==> config.mk <==
export PLATFORM = sky130hd
export DESIGN_NAME = wb_bus_master
export DESIGN_NICKNAME = d
export VERILOG_FILES = /design/src/rtl/wb_bus_master_pkg.sv /design/src/rtl/wb_bus_master_timeout_cnt.sv /design/src/rtl/wb_bus_master.sv
export SDC_FILE = /design/constraint.sdc
export NUM_CORES = 1
export LEC_CHECK = 0
export CAP_MARGIN = 40
export CORE_UTILIZATION = 30
export DETAILED_ROUTE_END_ITERATION = 10
export PLACE_DENSITY = 0.62
export SETUP_SLACK_MARGIN = 0.3
export SYNTH_ARGS = -nofsm -noshare
export SYNTH_HDL_FRONTEND = slang
export SYNTH_SLANG_ARGS = --single-unit
==> constraint.sdc <==
create_clock -name clk -period 2.4 [get_ports clk]
set_clock_uncertainty 0.2 [all_clocks]
set_input_delay 0.48 -clock clk [delete_from_list [all_inputs] [get_ports clk]]
set_output_delay 0.48 -clock clk [all_outputs]
set_load 0.01 [all_outputs]
==> src/rtl/wb_bus_master_pkg.sv <==
// wb_bus_master_pkg: shared codes, slave selects and FSM state encoding for the Wishbone bus master.
package wb_bus_master_pkg;
  localparam logic RstEnable = 1'b1;
  localparam logic ChipEnable = 1'b1;
  localparam logic WriteEnable = 1'b1;
  localparam logic [31:0] ZeroWord = 32'h0000_0000;
  localparam int WbTimeoutDefault = 255;
  localparam logic [15:0] WB_SELECT_ZERO = 16'h0000;
  localparam logic [15:0] WB_SELECT_RAM = 16'h0001;
  localparam logic [15:0] WB_SELECT_ROM = 16'h0002;
  localparam logic [15:0] WB_SELECT_FLASH = 16'h0004;
  localparam logic [15:0] WB_SELECT_UART = 16'h0008;
  localparam logic [15:0] WB_SELECT_UART_STAT = 16'h0010;
  localparam logic [15:0] WB_SELECT_DIGSEG = 16'h0020;
  localparam logic [15:0] WB_SELECT_PS2 = 16'h0040;
  localparam logic [15:0] WB_SELECT_MAPPED = WB_SELECT_RAM | WB_SELECT_ROM | WB_SELECT_FLASH |
    WB_SELECT_UART | WB_SELECT_UART_STAT | WB_SELECT_DIGSEG | WB_SELECT_PS2;
  typedef enum logic [1:0] {
    WB_IDLE = 2'd0,
    WB_BUSY = 2'd1,
    WB_WAIT_STALL = 2'd2
  } wb_state_e;
  function automatic logic wb_mapped(input logic [15:0] s);
    return |(s & WB_SELECT_MAPPED);
  endfunction
endpackage

==> src/rtl/wb_bus_master_timeout_cnt.sv <==
// wb_timeout_cnt: counts BUSY cycles without ack and flags the last allowed one.
module wb_timeout_cnt #(
  parameter int CNT_W = 8,
  parameter int LIMIT = 255
) (
  input  logic clk,
  input  logic rst,
  input  logic clr,
  input  logic en,
  output logic expired
);
  logic [CNT_W-1:0] cnt;
  always_ff @(posedge clk) begin
    if (rst || clr) cnt <= '0;
    else if (en) cnt <= cnt + 1'b1;
  end
  assign expired = cnt == CNT_W'(LIMIT - 1);
endmodule

==> src/rtl/wb_bus_master.sv <==
// wb_bus_master: runs one Wishbone classic access per translated CPU request, stalling until ack.
module wb_bus_master
  import wb_bus_master_pkg::*;
#(
  parameter int TIMEOUT_CYCLES = WbTimeoutDefault,
  parameter int CNT_W = 8
) (
  input  logic        clk,
  input  logic        rst,
  input  logic        cpu_ce_i,
  input  logic        cpu_we_i,
  input  logic [31:0] cpu_addr_i,
  input  logic [3:0]  cpu_sel_i,
  input  logic [31:0] cpu_data_i,
  input  logic [15:0] tlb_select_i,
  input  logic        tlb_exc_i,
  input  logic [5:0]  stall_i,
  input  logic        flush_i,
  output logic [31:0] cpu_data_o,
  output logic        stallreq_o,
  output logic        bus_err_o,
  output logic        wb_cyc_o,
  output logic        wb_stb_o,
  output logic        wb_we_o,
  output logic [31:0] wb_adr_o,
  output logic [3:0]  wb_sel_o,
  output logic [31:0] wb_dat_o,
  output logic [15:0] wb_slave_o,
  input  logic [31:0] wb_dat_i,
  input  logic        wb_ack_i
);
  wb_state_e state, state_nxt;
  logic [31:0] rd_buf;
  logic accept, start, unmapped, busy, ack, tmo, expired, mem_stall;
  logic unused_stall;
  assign unused_stall = ^{stall_i[5:4], stall_i[2:0]};
  assign mem_stall = stall_i[3];
  assign accept = state == WB_IDLE && cpu_ce_i == ChipEnable && !flush_i && !tlb_exc_i;
  assign start = accept && wb_mapped(tlb_select_i);
  assign unmapped = accept && !wb_mapped(tlb_select_i);
  assign busy = state == WB_BUSY;
  assign ack = busy && !flush_i && wb_ack_i;
  assign tmo = busy && !flush_i && !wb_ack_i && expired;
  wb_timeout_cnt #(.CNT_W(CNT_W), .LIMIT(TIMEOUT_CYCLES)) u_cnt (
    .clk(clk), .rst(rst), .clr(start), .en(busy && !wb_ack_i && !flush_i), .expired(expired)
  );
  always_ff @(posedge clk) begin
    if (rst == RstEnable) state <= WB_IDLE;
    else state <= state_nxt;
  end
  always_comb begin
    state_nxt = state;
    case (state)
      WB_IDLE: state_nxt = start ? WB_BUSY : WB_IDLE;
      WB_BUSY: state_nxt = flush_i ? WB_IDLE : wb_ack_i ? (mem_stall ? WB_WAIT_STALL : WB_IDLE) :
                           expired ? WB_IDLE : WB_BUSY;
      WB_WAIT_STALL: state_nxt = (!mem_stall || flush_i) ? WB_IDLE : WB_WAIT_STALL;
      default: state_nxt = WB_IDLE;
    endcase
  end
  always_comb begin
    stallreq_o = start || (busy && !wb_ack_i);
    cpu_data_o = ack ? wb_dat_i : state == WB_WAIT_STALL ? rd_buf : ZeroWord;
  end
  // Bus signals are registered so they hold steady for the whole BUSY phase.
  always_ff @(posedge clk) begin
    if (rst == RstEnable) begin
      {wb_cyc_o, wb_stb_o, wb_we_o, bus_err_o} <= '0;
      wb_adr_o <= ZeroWord;
      wb_sel_o <= '0;
      wb_dat_o <= ZeroWord;
      wb_slave_o <= WB_SELECT_ZERO;
      rd_buf <= ZeroWord;
    end else begin
      bus_err_o <= unmapped || tmo;
      if (start) begin
        {wb_cyc_o, wb_stb_o} <= 2'b11;
        wb_we_o <= cpu_we_i;
        wb_adr_o <= cpu_addr_i;
        wb_sel_o <= cpu_sel_i;
        wb_dat_o <= cpu_data_i;
        wb_slave_o <= tlb_select_i;
      end else if (busy && (flush_i || wb_ack_i || expired)) begin
        {wb_cyc_o, wb_stb_o} <= 2'b00;
      end
      if (ack) rd_buf <= wb_dat_i;
      else if (tmo) rd_buf <= ZeroWord;
    end
  end
endmodule

==> out/qor.yml, run 1 <==
synthesis:
  ys_seq_area_frac: 0.530
  yosysUniqueCellTypes: 32
  async_flop_share: 0
  synthesis.nets: 586
  yosys.area.top_type: "dfxtp_1"
  synth-edff-count: 0
  syn_area_sq_mm: 0.00488
  ys.flop_type: "dfxtp_1"
  netlist_top_cells_area: "dfxtp_1 (53%), mux2i_1 (17%), a22o_1 (11%), nor2_1 (7.5%), clkbuf_1 (1.8%)"
  synth_cells: 455
  synth_area_per_cell_sq_um: 10.7
  yosys_warnings: 0
  synth_top_area_frac: 0.530
  synth_seq_cells: 129
sta:
  fin_ws_ns: -0.0519
  tightest_slew_ns: 0.628
  setup_violations: 14
  finalCritPeriodShare: 1.02
  finalCriticalPeriod_ns: 2.45
  timing.fmax_ghz: 0.408
  rsz0062_at_grt: "true"
  max_slew_margin: 0.581
  slew_violations: 0
  finalHoldViolCount: 0
  hold_ws_ns: 0.178
power:
  p_leak_nw: 3.54
  irDropWorstVdd_mv: 0.489
  p_total_w: 0.00541
  powerDensity_mw_per_mm2: 598
min_path:
  min_path_type: "in2reg"
cts:
  cts_tree: "yes"
  root_buffer: "clkbuf_16"
  clock_sinks: 129
  clkLatencyLatePin_ns: 0.41
  numCtsBuffers: 17
  path_clk_slew_ns: 0.05
  cts_htree_levels: 4
  clockBufferDepth: 2
run_status:
  status: "finished, violations left"
  violations: "negative setup slack"
floorplan:
  start_util: 0.307
  row_count: 46
  core_sq_mm: 0.0159
  die_w_um: 130
  ios: 250
  die_h_um: 130
  dieArea_sq_mm: 0.0168
detailed_routing:
  vias_per_cell: 4.72
  dr.first_iter.drc_count: 207
  drc: 0
  wl_per_cell_um: 17.4
  dr.pass1.iters: 4
  vias: 4613
  drt-total-wl_mm: 17.0
  drtAntennaViolNets: 0
grt:
  grt-busiest-layer: "met2"
  grt_pass1_wl_mm: 24.2
  grt_use_met1: 0.227
  grt_start_max_net_pins: 57
  grtUsageMet2: 0.328
  overflow: 0
  grt.met3_usage: 0.0644
  antenna_found_initial: 1
  gr-usage-all-layers: 0.192
  first_global_vias: 4512
worst_setup_path:
  path_class: "reg2out"
  path_max_fanout: 6
  cp_common_cell: "buf_6"
  worstPathArrival_ns: 1.77
  path_cells: "buf_6 -> nand2b_4 -> nor3b_4 -> buf_6 -> buf_16 -> buf_12 -> a22o_1 -> buf_2"
  critPathCaptureType: "output port"
  required_ns: 1.72
  worst-path-buf-inv: 5
  slowest_stage: "dfxtp_2"
  path_delay_family: "buffers and inverters"
  max_stage_delay_ns: 0.33
  cp-start-kind: "register"
final_layout:
  areaGrowthSynthToFinish_pct: 85.7
  n_fill_cell: 1374
  drive_gt1_frac: 0.204
  nets: 880
  antenna_cells: 0
  stdcell_count: 977
place:
  dp_cells: 901
  place_congestion: 0.722
  preCtsSetupSlack_ns: -0.678
  io_buffers: 244
  hpwl_mm: 10.2
flow_run:
  max_cap_violations: 0
-- worst reg2reg max path: stages, from the launching register on --
cell	delay, ns
dfxtp_2	0.32
or4b_4	0.53
a211oi_4	0.20
buf_4	0.15
buf_6	0.10
buf_12	0.10
buf_16	0.12
buf_6	0.11
buf_16	0.13
mux2i_1	0.19
nor2_1	0.05
-- Yosys cell counts, drive strengths merged (2+ instances only) --
library cell and count:
ha 2, a21oi 3, and3 3, xor2 6
nand4 2, nor2b 3, buf 14, a211oi 2
nor3 3, nor4b 2, nand3 3, nor2 98
dfxtp 129, mux2i 85, a22o 64, clkbuf 23
nand2 2
-- worst paths after layout --
path                                start                    endpoint  slack [ns]  cells past startpoint
setup reg to reg      state[0]$_SDFF_PP0_   wb_dat_o[22]$_SDFFE_PP0P_        0.06                     10
hold / removal            tlb_select_i[6]  wb_slave_o[6]$_SDFFE_PP0P_        0.18                      3
setup / recovery      state[0]$_SDFF_PP0_              cpu_data_o[15]       -0.05                      8
hold reg to reg   rd_buf[19]$_SDFFE_PP0P_     rd_buf[19]$_SDFFE_PP0P_        0.28                      1
-- routing by layer --
metal | wire length, um | part of all wire
met1 | 6960 | 0.41
met4 | 146 | 0.0086
met5 | 13 | 0.00077
met2 | 8620 | 0.51
met3 | 1220 | 0.072
-- through the flow --
stage	utilization	area, sq um	TNS [ns]
after floorplan	-	4890	0
after global placement	0.481	7650	-71.96
after detailed placement	0.481	7650	-71.48
after CTS	0.550	8730	-0.736
after global routing	0.570	9050	-3.53
final	0.570	9050	-0.470
-- cell usage in the layout (no fill, tap or decap), types with 3 or more instances in the layout --
master,netlist,final
clkdlybuf4s50_1,0,199
dfxtp_1,129,127
nor2_1,98,92
mux2i_1,85,83
a22o_1,64,64
buf_2,3,31
buf_6,0,25
clkbuf_16,0,20
buf_16,0,15
buf_12,1,15
buf_4,8,12
dlygate4sd2_1,0,7
xor2_1,6,6
nor2_4,0,6
clkbuf_1,23,5
clkinv_2,0,4
nor3_2,0,3
and3_1,3,3
nand3_1,3,3
clkbuf_8,0,3
clkbuf_2,0,3
-- report_power, final --
group          switching [W]  total [W]  internal, W  leakage (nW)
registers          0.0000289    0.00223      0.00220          1.05
logic               0.000250   0.000687     0.000437          2.21
clock network       0.000901    0.00250      0.00160         0.281
-- flip-flops by register name (all words and copies together), names as in the netlist --
register	cells
rd_buf	32
wb_adr_o	32
wb_dat_o	32
wb_slave_o	16
u_cnt.cnt	8
wb_sel_o	4
state	2
bus_err_o	1
wb_stb_o	1
wb_we_o	1
-- timing repair --
action / CTS / global route
resized for setup: 182 / 45
hold buffers: 0 / 0
pin swaps: 20 / 22
cloned: 14 / 4
buffers inserted: 16 / 11
endpoints found under the setup margin: 141 / 158
-- logic make-up after synthesis --
family	count (synthesis)	synth area share
AND/OR/NAND/NOR	124	0.111
buffers and inverters	38	0.0441
multiplexers	85	0.174
adder cells (fa/ha/maj)	2	0.00513
AO/OA/AOI/OAI	70	0.124
flip-flops	129	0.530
XOR/XNOR	7	0.0126
-- area by class of cell --
type | instances | area [sq um] | share of cell area
clock buffer | 25 | 485 | 0.0536
clock inverter | 6 | 80.1 | 0.00884
inverter | 1 | 3.75 | 0.000415
timing repair buffer | 312 | 3410 | 0.377
sequential | 129 | 2580 | 0.285
tap | 216 | 270 | 0.0298
multi-input combinational | 288 | 2220 | 0.245
(Power assumes the default switching activity.)
==> run 2: changes to the inputs <==
--- a/config.mk
+++ b/config.mk
@@ -8,7 +8,7 @@
 export CAP_MARGIN = 40
 export CORE_UTILIZATION = 30
 export DETAILED_ROUTE_END_ITERATION = 10
-export PLACE_DENSITY = 0.62
+export PLACE_DENSITY = 0.68
 export SETUP_SLACK_MARGIN = 0.3
 export SYNTH_ARGS = -nofsm -noshare
 export SYNTH_HDL_FRONTEND = slang
==> run 2 against run 1 <==
Compared with the run above: the flow still finishes with violations (negative setup slack); first-iteration DRC count shrank 6.8%; flip-flop and latch count is the same; sequential share of layout area grew 0.49 points; cell count shrank 0.72%; worst hold slack gained 0.082 ns; register-to-register slack gained 0.03 ns; worst setup slack gained 0.023 ns; maximum frequency grew 0.95%; critical path depth is the same; critical path type is now in2out; critical endpoint is now cpu_data_o[19].
==> out/qor.yml, run 2 (synthesis gave the netlist of run 1 again) <==
cts:
  root_buffer: "clkbuf_16"
  clock_sinks: 129
  numCtsBuffers: 17
  clockBufferDepth: 2
  postCtsHoldBufs: 0
  path_clk_slew_ns: 0.06
  cts_htree_levels: 4
  clkLatencyLatePin_ns: 0.41
  cts_tree: "yes"
final_layout:
  n_fill_cell: 1368
  nets: 872
  drive_gt1_frac: 0.190
  areaGrowthSynthToFinish_pct: 82.6
  final_common_cell: "clkdlybuf4s50_1"
  reg_top3: "rd_buf (32), wb_adr_o (32), wb_dat_o (32)"
  final_core_util: 0.560
  antenna_cells: 0
  final_cell_mix: "clkdlybuf4s50_1 (200), dfxtp_1 (127), nor2_1 (97)"
run_status:
  status: "finished, violations left"
  violations: "negative setup slack"
detailed_routing:
  wl_per_cell_um: 17.2
  drtAntennaViolNets: 0
  dr.first_iter.drc_count: 193
  drt-total-wl_mm: 16.7
  vias_per_cell: 4.72
  vias: 4574
  dr.pass1.iters: 5
  drc: 0
sta:
  slew_violations: 0
  fin_ws_ns: -0.0288
  finalCriticalPeriod_ns: 2.43
  rsz0062_at_grt: "true"
  timing.fmax_ghz: 0.412
  hold_ws_ns: 0.261
  tightest_slew_ns: 0.370
  setup_violations: 10
  finalCritPeriodShare: 1.01
  max_slew_margin: 0.754
  finalHoldViolCount: 0
place:
  place_congestion: 0.746
  hpwl_mm: 9.73
  io_buffers: 244
worst_setup_path:
  required_ns: 1.72
  r2r_cells: 9
  cp-start-kind: "input pin"
  path_max_fanout: 9
  worstReg2RegEnd: "wb_adr_o[20]$_SDFFE_PP0P_"
  critPathCaptureType: "output port"
  r2r-start: "state[0]$_SDFF_PP0_"
  path_class: "in2out"
  reg2reg_slack_ns: 0.09
  worstPathArrival_ns: 1.75
grt:
  grt_pass1_wl_mm: 24.1
  grt_start_max_net_pins: 37
  overflow: 0
  first_global_vias: 4502
  antenna_found_initial: 0
  gr-usage-all-layers: 0.190
floorplan:
  row_count: 46
  die_h_um: 130
  start_util: 0.307
  ios: 250
  dieArea_sq_mm: 0.0168
  die_w_um: 130
  core_sq_mm: 0.0159
power:
  p_total_w: 0.00541
  irDropWorstVdd_mv: 0.436
  powerDensity_mw_per_mm2: 608
  p_leak_nw: 3.47
min_path:
  hold_depth: 3
  whs_endpoint: "u_cnt.cnt[1]$_SDFFE_PP0P_"
  hold_path.startpoint: "rst"
  min_path_type: "in2reg"
flow_run:
  max_cap_violations: 0
## run 2: changes by cell type in the layout (fill, tap and decap cells not counted), sizes merged
| cell | delta |
|---|---|
| buf | -9 |
| clkbuf | -6 |
| clkdlybuf4s15 | +1 |
| clkdlybuf4s50 | +1 |
| clkinv | +2 |
| clkinvlp | +3 |
| dlygate4sd2 | +2 |
| dlymetal6s2s | -1 |
## run 2: critical path: stages
cell and delay, ns:
dlygate4sd2_1 0.25, buf_6 0.13, nor3b_4 0.23, buf_6 0.16
buf_12 0.10, buf_12 0.11, a22o_1 0.15, buf_2 0.13
## run 2: layout make-up
cell class	instances	area, sq um	area share
Multi-Input combinational cell	288	2180	0.245
Clock buffer	21	460	0.0517
Clock inverter	11	113	0.0126
Timing Repair Buffer	304	3290	0.369
Sequential cell	129	2580	0.290
Inverter	1	3.75	0.000422
Tap cell	216	270	0.0304
## run 2: report_power, final
part	leakage [nW]	internal [W]	total (W)	switching [W]
Sequential	1.05	0.00220	0.00223	0.0000306
Clock	0.278	0.00157	0.00251	0.000935
Combinational	2.15	0.000433	0.000677	0.000244
## run 2: how the worst max path moves through the flow
| stage | start | to | slack (ns) | depth (start not counted) |
|---|---|---|---|---|
| after floorplan | flush_i | stallreq_o | 0.003 | 6 |
| after CTS | state[0]$_SDFF_PP0_ | stallreq_o | -0.12 | 4 |
| after detailed placement | tlb_select_i[3] | stallreq_o | -0.60 | 6 |
| after global placement | tlb_select_i[3] | stallreq_o | -0.64 | 6 |
| after global routing | state[1]$_SDFF_PP0_ | cpu_data_o[11] | -0.10 | 7 |
| final | flush_i | cpu_data_o[19] | -0.03 | 8 |
## run 2: stage by stage
stage               worst slack, ns  cell area, sq um  setup TNS [ns]  instances
floorplan                   0.00252              4890               0        455
detailed placement           -0.603              7630          -67.01        899
global placement             -0.640              7630          -64.92        899
finish                      -0.0288              8900          -0.159        970
global route                 -0.101              8900           -1.14        970
CTS                          -0.116              8720          -0.370        960
## run 2: repair_timing
item	4_1_cts	5_1_grt
endpoints found under the setup margin	126	125
pin swaps	4	19
gates cloned	14	5
resized for setup	179	9
hold endpoints to repair	0	0
buffers inserted	15	5
## run 2: layer usage
metal / routed length [um] / global-route usage
met3: 1140 / 0.0644
met4: 219 / 0.0663
met1: 7080 / 0.219
met5: 0 / 0
met2: 8270 / 0.328
==> run 3: changes to the inputs <==
--- a/config.mk
+++ b/config.mk
@@ -8,8 +8,9 @@
 export CAP_MARGIN = 40
 export CORE_UTILIZATION = 30
 export DETAILED_ROUTE_END_ITERATION = 10
-export PLACE_DENSITY = 0.68
+export PLACE_DENSITY = 0.65
 export SETUP_SLACK_MARGIN = 0.3
 export SYNTH_ARGS = -nofsm -noshare
 export SYNTH_HDL_FRONTEND = slang
+export SYNTH_HIERARCHICAL = 1
 export SYNTH_SLANG_ARGS = --single-unit
==> constraint.sdc (replaced) <==
create_clock -name clk -period 2.4 [get_ports clk]
set_clock_uncertainty 0.2 [all_clocks]
set_input_delay 0.24 -clock clk [delete_from_list [all_inputs] [get_ports clk]]
set_output_delay 0.24 -clock clk [all_outputs]
set_load 0.01 [all_outputs]
==> run 3 against run 2 <==
Compared with the run above: the run now ends clean; global-route usage shrank 2.5 points; largest power group unchanged; register-to-register slack gained 0.36 ns; cell area grew 9.9%; worst setup slack gained 0.31 ns; maximum frequency grew 15%; count of clock-buffer cells in the layout shrank 1; cell count grew 22%; wire length shrank 1.4%; highest routed layer unchanged; utilization shrank 3.9 points; via count grew 15%; worst hold slack lost 0.21 ns.
==> out/qor.yml, run 3 <==
worst_setup_path:
  slowest_stage: "dfxtp_4"
  path_delay_family: "buffers and inverters"
  cp-start-kind: "register"
  worstPathArrival_ns: 1.68
  path_max_fanout: 6
  path_cells: "nor4bb_4 -> buf_4 -> buf_6 -> buf_12 -> nand2_2 -> nand2_1 -> buf_2"
  critPathCaptureType: "output port"
  worst-path-buf-inv: 4
  max_stage_delay_ns: 0.35
  path_class: "reg2out"
  required_ns: 1.96
place:
  hpwl_mm: 10.8
  place_congestion: 0.737
  io_buffers: 244
  dp_cells: 1133
  preCtsSetupSlack_ns: -0.154
floorplan:
  row_count: 50
  core_sq_mm: 0.0188
  die_w_um: 141
  ios: 250
  die_h_um: 141
  dieArea_sq_mm: 0.0198
  start_util: 0.308
sta:
  finalCriticalPeriod_ns: 2.12
  timing.fmax_ghz: 0.472
  fin_ws_ns: 0.282
  max_slew_margin: 0.634
  rsz0062_at_grt: "true"
  setup_violations: 0
  finalCritPeriodShare: 0.882
  finalHoldViolCount: 0
  tightest_slew_ns: 0.549
  slew_violations: 0
final_layout:
  areaGrowthSynthToFinish_pct: 69.5
  reg_top3: "rd_buf (32), wb_adr_o (32), wb_dat_o (32)"
  final_cell_mix: "clkdlybuf4s50_1 (206), nand2b_1 (172), dfxtp_1 (127)"
  regArea_sq_mm: 0.00259
  final_common_cell: "clkdlybuf4s50_1"
  final_core_util: 0.521
  n_fill_cell: 1736
  multi_input_area_sq_mm: 0.00320
  drive_gt1_frac: 0.206
  stdcell_count: 1184
  nets: 1068
  antenna_cells: 0
grt:
  first_global_vias: 5075
  grt_pass1_wl_mm: 25.9
  overflow: 0
  antenna_found_initial: 0
  gr-usage-all-layers: 0.165
  grt_start_max_net_pins: 69
synthesis:
  async_flop_share: 0
  syn_area_sq_mm: 0.00577
  synth_top_area_frac: 0.447
  ys_seq_area_frac: 0.447
  synth_cells: 650
  yosys.area.top_type: "dfxtp_1"
  synth_area_per_cell_sq_um: 8.88
  synthesis.nets: 781
  yosys_warnings: 6
  ys.flop_type: "dfxtp_1"
  synth_seq_cells: 129
  synth_common_cells: "nand2b_1 (172), dfxtp_1 (129), nand2_1 (100)"
  yosysUniqueCellTypes: 32
  synth-edff-count: 0
  netlist_top_cells_area: "dfxtp_1 (45%), nand2b_1 (19%), mux2i_1 (15%), nand2_1 (6.5%), a21oi_1 (3.4%)"
  yosysMostFrequentCell: "nand2b_1"
cts:
  path_clk_slew_ns: 0.06
  postCtsHoldBufs: 0
  root_buffer: "clkbuf_16"
  clockBufferDepth: 2
  cts_htree_levels: 4
  cts_tree: "yes"
  numCtsBuffers: 17
  clock_sinks: 129
  clkLatencyLatePin_ns: 0.40
power:
  irDropWorstVdd_mv: 0.430
  pwr-share-comb: 0.117
  p_sw_w: 0.00125
  intPower_w: 0.00430
  p_total_w: 0.00555
  seq_power_share: 0.402
  clkPwrFrac: 0.481
  p_leak_nw: 3.85
  swShare: 0.225
  powerDensity_mw_per_mm2: 567
detailed_routing:
  drc: 0
  wl_per_cell_um: 13.9
  dr.first_iter.drc_count: 147
  drtAntennaViolNets: 0
  vias_per_cell: 4.43
  drt-total-wl_mm: 16.5
  vias: 5248
  dr.pass1.iters: 4
run_status:
  status: "finished, final reports clean"
flow_run:
  max_cap_violations: 0
min_path:
  min_path_type: "in2reg"
[run 3: cell types whose count changed after synthesis, sizes merged, moves of 15 or more]
cell    delta
nand2     +98
clkbuf    +15
o21ai     +36
nand2b   +171
nor2      -92
a22o      -64
a21oi     +36
[run 3: final timing paths]
check | depth (start not counted) | startpoint | slack (ns) | end
max | 7 | state[1]$_SDFF_PP0_ | 0.28 | cpu_data_o[29]
min | 3 | tlb_select_i[4] | 0.05 | wb_slave_o[4]$_SDFFE_PP0P_
max reg2reg | 7 | state[0]$_SDFF_PP0_ | 0.45 | wb_dat_o[26]$_SDFFE_PP0P_
min reg2reg | 2 | wb_adr_o[25]$_SDFFE_PP0P_ | 0.27 | wb_adr_o[25]$_SDFFE_PP0P_
[run 3: worst register-to-register path, stage by stage (launching register included)]
cell and delay [ns]:
dfxtp_2 0.32, buf_4 0.15, nor3_1 0.29, o211ai_4 0.12, buf_4 0.17, inv_4 0.11
clkbuf_16 0.28, mux2i_1 0.23
[run 3: power groups by stage]
stage | clock, W | combinational (W) | sequential, W
after detailed placement | 0 | 0.000629 | 0.00227
after global routing | 0.00284 | 0.000702 | 0.00223
after floorplan | 0 | 0.000229 | 0.00230
final | 0.00267 | 0.000652 | 0.00223
after global placement | 0 | 0.000629 | 0.00227
after CTS | 0.00275 | 0.000643 | 0.00223
[run 3: area by class of cell]
class                      count  area share
sequential                   129       0.264
timing repair buffer         317       0.315
inverter                       2     0.00102
clock inverter                12      0.0162
multi-input combinational    470       0.327
clock buffer                  20      0.0467
tap                          234      0.0299
[run 3: per-layer routing]
metal	track usage	vias to the layer above	wire length, um
li1	-	2706	-
met1	0.192	2377	7130
met2	0.278	154	7940
met3	0.0656	11	1250
met4	0.0475	0	161
met5	0	-	0
[run 3: per-stage QoR]
step / hold WS [ns] / setup TNS (ns) / instance area (sq um)
after floorplan: 0.117 / 0 / 5800
after global placement: 0.258 / -3.70 / 8740
after detailed placement: 0.263 / -5.36 / 8740
after CTS: 0.0299 / 0 / 9500
after global routing: 0.0637 / 0 / 9790
final: 0.0465 / 0 / 9790
[run 3: what timing repair did]
item	CTS	global route
endpoints found under the setup margin	34	117
buffers inserted	9	5
pin swaps	16	26
resized for setup	191	53
cloned	4	1
[run 3: kinds of logic (layout without fill, tap and decap cells)]
group | Yosys count | in the layout | share of synthesized area
XOR/XNOR | 4 | 4 | 0.00607
multiplexers | 85 | 85 | 0.147
flip-flops | 129 | 129 | 0.447
adder cells (fa/ha/maj) | 2 | 2 | 0.00433
AND/OR/NAND/NOR | 301 | 301 | 0.284
AO/OA/AOI/OAI | 78 | 78 | 0.0698
buffers and inverters | 51 | 351 | 0.0414
